===== src/rtl/rv32_pkg.sv =====
`default_nettype none
// ============================================================================
// Module      : rv32_pkg
// Description : Shared constants and types for the RV32 fetch stage.
//               XLEN, the canonical NOP encoding (addi x0,x0,0), the default
//               reset PC and the fetch-buffer entry layout {pc, inst}.
// Revision    : 1.0 - initial release
// ============================================================================
package rv32_pkg;

    localparam int          XLEN             = 32;
    localparam logic [31:0] NOP_INST         = 32'h0000_0013;
    localparam logic [31:0] RESET_PC_DEFAULT = 32'h0000_0000;

    // One buffered instruction together with the PC it was fetched from.
    typedef struct packed {
        logic [XLEN-1:0] pc;
        logic [XLEN-1:0] inst;
    } fetch_entry_t;

endpackage : rv32_pkg
`default_nettype wire


===== src/rtl/rv32_fetch_stage_fifo.sv =====
`default_nettype none
// ============================================================================
// Module      : fetch_fifo
// Description : Synchronous instruction buffer of DEPTH fetch entries.
//               A synchronous clear has priority over push; pop and push may
//               occur in the same cycle. Reset is asynchronous, active-high.
// Ports       : clk, rst         - clock / async active-high reset
//               i_clear          - empty the buffer at the next edge
//               i_push, i_push_data - write one entry at the tail
//               i_pop            - remove the head entry
//               o_head           - current head entry (valid when o_count!=0)
//               o_count          - number of valid entries, 0..DEPTH
// Revision    : 1.0 - initial release
// ============================================================================
module fetch_fifo
    import rv32_pkg::*;
#(
    parameter int DEPTH = 2
) (
    input  logic                     clk,
    input  logic                     rst,
    input  logic                     i_clear,
    input  logic                     i_push,
    input  fetch_entry_t             i_push_data,
    input  logic                     i_pop,
    output fetch_entry_t             o_head,
    output logic [$clog2(DEPTH):0]   o_count
);

    localparam int PW = $clog2(DEPTH);
    localparam int CW = PW + 1;

    fetch_entry_t    mem_q [DEPTH];
    fetch_entry_t    mem_d [DEPTH];
    logic [PW-1:0]   wr_ptr_q, wr_ptr_d;
    logic [PW-1:0]   rd_ptr_q, rd_ptr_d;
    logic [CW-1:0]   count_q,  count_d;

    logic            w_push;
    logic            w_pop;

    // Guard against over/underflow; the upstream credit logic should never
    // request either, so these only protect the buffer's own invariants.
    assign w_pop  = i_pop  && (count_q != '0);
    assign w_push = i_push && (count_q != CW'(DEPTH) || w_pop);

    always_comb begin
        mem_d    = mem_q;
        wr_ptr_d = wr_ptr_q;
        rd_ptr_d = rd_ptr_q;
        count_d  = count_q;
        if (i_clear) begin
            wr_ptr_d = '0;
            rd_ptr_d = '0;
            count_d  = '0;
        end else begin
            if (w_push) begin
                mem_d[wr_ptr_q] = i_push_data;
                wr_ptr_d        = wr_ptr_q + PW'(1);
            end
            if (w_pop) begin
                rd_ptr_d = rd_ptr_q + PW'(1);
            end
            count_d = count_q + CW'(w_push) - CW'(w_pop);
        end
    end

    always_ff @(posedge clk or posedge rst) begin
        if (rst) begin
            for (int i = 0; i < DEPTH; i++) begin
                mem_q[i] <= '0;
            end
            wr_ptr_q <= '0;
            rd_ptr_q <= '0;
            count_q  <= '0;
        end else begin
            mem_q    <= mem_d;
            wr_ptr_q <= wr_ptr_d;
            rd_ptr_q <= rd_ptr_d;
            count_q  <= count_d;
        end
    end

    assign o_head  = mem_q[rd_ptr_q];
    assign o_count = count_q;

endmodule : fetch_fifo
`default_nettype wire


===== src/rtl/rv32_fetch_stage.sv =====
`default_nettype none
// ============================================================================
// Module      : rv32_fetch_stage
// Description : Instruction-fetch stage of the 3-stage RV32 pipeline. Owns the
//               word-addressed PC, drives a synchronous instruction memory,
//               buffers responses in a small FIFO and hands them to decode
//               over a valid/ready handshake. Redirects from execute flush
//               the buffer and any in-flight response.
// Ports       : clk, reset        - clock / async active-high reset
//               imem_req/addr     - imem read request and word address
//               imem_rdata        - imem data, valid the cycle after a request
//               if_valid/inst/pc  - head of the instruction buffer to decode
//               id_ready          - decode accepts the head this cycle
//               redirect_valid/pc - PC change request from execute
// Revision    : 1.0 - initial release
// ============================================================================
module rv32_fetch_stage
    import rv32_pkg::*;
#(
    parameter logic [31:0] RESET_PC = RESET_PC_DEFAULT,
    parameter int          DEPTH    = 2,
    parameter int          IMEM_AW  = 10
) (
    input  logic                clk,
    input  logic                reset,
    output logic                imem_req,
    output logic [IMEM_AW-1:0]  imem_addr,
    input  logic [XLEN-1:0]     imem_rdata,
    output logic                if_valid,
    output logic [XLEN-1:0]     if_inst,
    output logic [XLEN-1:0]     if_pc,
    input  logic                id_ready,
    input  logic                redirect_valid,
    input  logic [XLEN-1:0]     redirect_pc
);

    localparam int CW = $clog2(DEPTH) + 1;
    localparam int UW = CW + 1;

    logic [XLEN-1:0] pc_q,          pc_d;
    logic            inflight_q,    inflight_d;
    logic [XLEN-1:0] inflight_pc_q, inflight_pc_d;

    logic [CW-1:0]   w_count;
    fetch_entry_t    w_head;
    fetch_entry_t    w_push_data;
    logic            w_valid;
    logic            w_pop;
    logic            w_push;
    logic            w_issue;
    logic [UW-1:0]   w_used;

    assign w_valid = (w_count != '0);
    assign w_pop   = w_valid && id_ready;

    // Credit check: slots already occupied or promised to an in-flight
    // response, less the one leaving this cycle. Issuing only while this is
    // below DEPTH guarantees a response never lands in a full buffer.
    assign w_used  = UW'(w_count) + UW'(inflight_q) - UW'(w_pop);
    assign w_issue = !redirect_valid && (w_used < UW'(DEPTH));

    // A response arriving during a redirect belongs to the old path.
    assign w_push      = inflight_q && !redirect_valid;
    assign w_push_data = '{pc: inflight_pc_q, inst: imem_rdata};

    always_comb begin
        pc_d          = pc_q;
        inflight_d    = w_issue;
        inflight_pc_d = inflight_pc_q;
        if (redirect_valid) begin
            pc_d = redirect_pc;
        end else if (w_issue) begin
            pc_d          = pc_q + 32'd1;
            inflight_pc_d = pc_q;
        end
    end

    always_ff @(posedge clk or posedge reset) begin
        if (reset) begin
            pc_q          <= RESET_PC;
            inflight_q    <= 1'b0;
            inflight_pc_q <= '0;
        end else begin
            pc_q          <= pc_d;
            inflight_q    <= inflight_d;
            inflight_pc_q <= inflight_pc_d;
        end
    end

    fetch_fifo #(
        .DEPTH (DEPTH)
    ) u_fifo (
        .clk         (clk),
        .rst         (reset),
        .i_clear     (redirect_valid),
        .i_push      (w_push),
        .i_push_data (w_push_data),
        .i_pop       (w_pop),
        .o_head      (w_head),
        .o_count     (w_count)
    );

    // The credit term is non-zero while reset is held, so the request is
    // masked to keep imem idle until reset releases.
    assign imem_req  = w_issue && !reset;
    assign imem_addr = pc_q[IMEM_AW-1:0];

    assign if_valid  = w_valid;
    assign if_inst   = w_valid ? w_head.inst : NOP_INST;
    assign if_pc     = w_valid ? w_head.pc   : '0;

endmodule : rv32_fetch_stage
`default_nettype wire


===== config.mk =====
export PLATFORM = sky130hd
export DESIGN_NAME = rv32_fetch_stage
export DESIGN_NICKNAME = d
export VERILOG_FILES = /design/src/rtl/rv32_pkg.sv /design/src/rtl/rv32_fetch_stage_fifo.sv /design/src/rtl/rv32_fetch_stage.sv
export SDC_FILE = /design/constraint.sdc
export NUM_CORES = 1
export LEC_CHECK = 0
export CAP_MARGIN = 20
export CORE_MARGIN = 8
export CORE_UTILIZATION = 40
export CTS_CLUSTER_DIAMETER = 40
export DETAILED_ROUTE_END_ITERATION = 10
export DONT_BUFFER_PORTS = 1
export PLACE_DENSITY_LB_ADDON = 0.3
export REMOVE_ABC_BUFFERS = 1
export SLEW_MARGIN = 20
export SYNTH_ARGS = -nofsm -noshare
export SYNTH_HDL_FRONTEND = slang
export SYNTH_SLANG_ARGS = --single-unit
export TNS_END_PERCENT = 50

===== constraint.sdc =====
create_clock -name clk -period 13.3 [get_ports clk]
set_input_delay 2.66 -clock clk [delete_from_list [all_inputs] [get_ports clk]]
set_output_delay 2.66 -clock clk [all_outputs]
set_load 0.02 [all_outputs]

# == Yosys cells after proc, flatten, opt, wreduce, memory -nomap -nowiden ==
# Cells that the tools add are included.
# op_classes
addsub,7
order_cmp,4
eq_ne,1
n_mux,15
n_bitwise,3
reduce_logical,16
# ops
cell,count
$mux 64,4
$bwmux 128,1
$mux 32,4
$demux 64 s1,1
$add 32x1->32 const B,1
$reduce_bool 2->1,4
$logic_and 1x1->1,7
$ge 2x2->1 const B,2
$mux 1,4
$not 1->2,2
$reduce_and 2->1,2
$add 2x1->3,1
$lt 3x2->1 const B,1
$sub 3x1->3,1
$add 1x1->1 const B,2
$add 2x1->2,1
$logic_not 1->1,2
$lt 2x1->1 const B,1
$mux 2,1
$ne 2x2->1 const B,1
$sub 2x1->2,1
$logic_or 1x1->1,1
$not 1->1,1
# word_totals
ff_bits,197
inputBits,68
out_inout_bits,76
word_cells,56

# == Depth between registers and ports, before layout ==
# logic_depth
ltp_word,8
ltp_mapped,13
mapped_depth_nobuf,11

# == Modules after synthesis ==
# From an unflattened synthesis, not the netlist that was laid out.
# unflattened
hier_cells,738
area_unflattened_um2,9564.2
# modules_own_cells
module,instances,cells_per_inst,area_each_um2
fetch_fifo,1,363,5914.4
rv32_fetch_stage,1,375,3649.8

# == Worst setup path before layout ==
# OpenSTA, ideal clock, no wires.
# synth_timing
path_type,input-to-output
startpoint,in id_ready
endpoint,out imem_req
arrival_ns,4.401
setup_slack_ns,6.239
stages,8
n_path_buf,0
path_cell_list,and2_1 > ha_1 > inv_1 > nand2_1 > fa_1 > xor2_1 > nand2b_1 > nor3_1
# synth_via
elab_chain_len,5
# synth_rtl
item,line_no,source
from (decl),rv32_fetch_stage.sv:32,"input logic id_ready,"
$logic_and 1x1->1,rv32_fetch_stage.sv:54,assign w_pop = w_valid && id_ready;
$sub 3x1->3,rv32_fetch_stage.sv:59,assign w_used = UW'(w_count) + UW'(inflight_q) - UW'(w_pop);
$lt 3x2->1,rv32_fetch_stage.sv:60,assign w_issue = !redirect_valid && (w_used < UW'(DEPTH));
$logic_and 1x1->1,rv32_fetch_stage.sv:60,
$logic_and 1x1->1,rv32_fetch_stage.sv:105,assign imem_req = w_issue && !reset;
to (decl),rv32_fetch_stage.sv:26,"output logic imem_req,"
# Every way passes these cells.

# == Worst setup path in the final report ==
# Ends and elaborated chain as after synthesis.

==> impl_metrics.ini <==
[run_status]
status = finished, final reports clean

[layout]
seq_area_um2 = 4930
final_cells = 1024
multi_input_area_um2 = 3950
nFillCells = 2072
antenna_cells = 0
fin_nets = 799
area_growth_pct = 8.28
drive_above_1_share_pct = 27.3

[clock_tree]
clock_path_buffers = 2
path_clk_slew_ns = 0.06
cts_tree = done
clk_latency_ns = 0.43
cts_sinks = 197
cts_resized = 0
root_buffer = clkbuf_16
postCtsSetupRepairBufs = 0
cts_made_buffers = 17
cts_hold_buffers = 0
h-tree-depth = 4

[setup_path]
slowest_stage = xor2_1
rrSetupSlack_ns = 9.37
critPathMaxStageDelay_ns = 0.63
crit_arrival_ns = 4.84
critPathRequiredTime_ns = 10.64
cpLargestDelayFamily = simple AND/OR/NAND/NOR gates
ff2ff_path_depth = 11
path_class = input port to primary output
start_kind = input port
cp_cell_sequence = and2_1, ha_1, inv_1, nand2_1, fa_1, xor2_1, nand2b_1, nor3_1
path_max_fanout = 13
critical_path_depth = 8
end_kind = primary output
cp.buffers_inverters = 1

[global_route]
grt_pass1_wl_um = 33700
grt-ovfl-total = 0
antenna_found_initial = 0
grt_max_degree = 136
grt_pass1_vias = 6067
track_usage_pct = 15.2

[drt]
wl_um = 20900
vias = 5647
route.detailed.drc = 0
ant_nets = 0
routedWlPerCell_um = 20.5
vias_per_cell = 5.51
dr.pass1.iters = 4
drt_iter0_markers = 228

[yosys]
synthArstFlopShare_pct = 100
syn_inst = 756
yosysTopAreaCell = dfrtp_1
ys_seq_area_share_pct = 53.8
synth.cell_area_um2 = 9170
synth_edf_count = 0
yosys.area_share.adder_pct = 0.764
synth_xor_area_share_pct = 1.24
ys_types = 41
synth-simple-area-share_pct = 9.96
synth.area.top_cells = dfrtp_1 (54%), mux2_2 (20%), mux2i_1 (7.1%), nor2_1 (3.5%), buf_2 (1.2%)
synth_compound_area_share_pct = 4.04
avgSynthCellArea_um2 = 12.1
synthMuxAreaShare_pct = 26.8
synth_ff_type = dfrtp_1
synth_top_area_share_pct = 53.8
yosys_warnings = 0
synth_top_family_by_area = multiplexers
synth-seq-cells = 197

[timing]
fin_worst_skew_ns = 0.0150
fin_crit_sh_pct = 56.4
postLayoutSetupSlackWorst_ns = 5.80
maxSlewViolCount = 0
fmax_ghz = 0.133
worst_slew_margin_rel_pct = 26.9
hold_violations = 0
fin_crit_ns = 7.50
rsz0062_at_grt = false
setup_viol = 0
fin_tns_setup_ns = 0
tightest_slew_ns = 1.09

[power]
powerDensity_nw_per_um2 = 234
vdd_ir_drop_max_mv = 0.0987
fin_total_pwr_mw = 2.32
leakage_nw = 3.99

[placed_design]
preCtsSetupSlack_ns = 5.84
numPortBuffers = 0
gp_congestion = 0.748
dpl.cell_count = 992
dp_hpwl_um = 13800

[die]
die_area_um2 = 28000
die_x_um = 167
core-area_um2 = 22600
pin_count = 144
die_h_um = 167
start_util_pct = 40.6
rows = 55

[worst_hold_path]
hold_path_depth = 1
hp-class = register to register

[run]
timing.max_cap.violations = 0
==> cell usage in the layout, fill, tap and decap left out, types with 3 or more instances in the layout <==
| cell | synthesis | layout |
|---|---|---|
| inv_8 | 0 | 3 |
| buf_4 | 10 | 5 |
| dfrtp_1 | 197 | 196 |
| or4_1 | 13 | 13 |
| inv_1 | 12 | 11 |
| nor3_1 | 9 | 9 |
| ha_1 | 4 | 4 |
| and4_1 | 4 | 4 |
| nor4_1 | 3 | 3 |
| xnor2_1 | 10 | 10 |
| xor2_1 | 3 | 3 |
| nor2_1 | 85 | 83 |
| o31ai_1 | 13 | 13 |
| o21ai_0 | 19 | 19 |
| nand3_1 | 14 | 14 |
| mux2i_1 | 65 | 65 |
| and2_1 | 3 | 3 |
| clkinv_4 | 0 | 4 |
| nand4_1 | 14 | 14 |
| nand2_1 | 29 | 28 |
| clkbuf_16 | 0 | 17 |
| mux2_2 | 160 | 160 |
| a31oi_1 | 16 | 16 |
| or3_1 | 4 | 4 |
| nor2b_1 | 6 | 5 |
==> synth_stat cells (all sizes together), types with 4 or more instances <==
cell    count
a31oi      16
and4        4
buf        34
clkbuf     20
dfrtp     197
ha          4
inv        12
mux2      160
mux2i      65
nand2      29
nand3      14
nand4      14
nor2       85
nor2b       6
nor3        9
o21ai      19
o31ai      13
or3         4
or4        13
xnor2      10
==> per-layer routing <==
metal | wire length [um] | share of wire, % | GRT usage [%] | up-vias
li1 | - | - | - | 2619
met3 | 1350 | 6.5 | 5.41 | 15
met1 | 8610 | 41 | 17.3 | 2890
met5 | 0 | 0 | 0 | -
met4 | 226 | 1.1 | 5.12 | 0
met2 | 10800 | 51 | 26.1 | 123
==> registers in the layout (all words and copies together) (netlist names) <==
signal,flops
pc_q,32
u_fifo.o_count,2
u_fifo.wr_ptr_q,1
inflight_q,1
inflight_pc_q,32
u_fifo.mem_q,128
u_fifo.rd_ptr_q,1
==> worst paths after layout <==
path,start,end
min reg2reg,u_fifo.mem_q[26],u_fifo.mem_q[26]
min,u_fifo.mem_q[26],u_fifo.mem_q[26]
max in group asynchronous,reset,u_fifo.rd_ptr_q
max reg2reg,u_fifo.o_count[1],inflight_pc_q[28]
min in group asynchronous,reset,pc_q[0]
max,id_ready,imem_req
==> metrics by stage <==
step                utilization, %  hold slack (ns)  cell area (um2)
detailed placement            41.4            0.493             9330
CTS                           44.0            0.508             9930
finish                        44.0            0.505             9930
global placement              41.4            0.486             9330
global route                  44.0            0.522             9930
floorplan                        -            0.479             8900
==> power by group <==
part           internal [mW]  total [mW]  leakage (nW)  switching, mW
combinational          0.365       0.755          1.37          0.390
sequential             0.859        1.05          2.33          0.190
clock                  0.286       0.515         0.285          0.229
==> layout make-up <==
| type | instances | share of cell area (%) |
|---|---|---|
| Clock inverter | 12 | 1.47 |
| Clock buffer | 20 | 4.50 |
| Timing Repair Buffer | 5 | 0.378 |
| Inverter | 13 | 0.567 |
| Sequential cell | 197 | 49.7 |
| Tap cell | 285 | 3.59 |
| Multi-Input combinational cell | 492 | 39.8 |
==> cell families after synthesis <==
group                      after synthesis
adders and majority gates                5
DFF                                    197
and+or+nand+nor                        191
buffers and inverters                   67
xor gates and xnor gates                13
AOI/OAI and AO/OA                       58
muxes                                  225
Power figures use the tool's default switching activity.
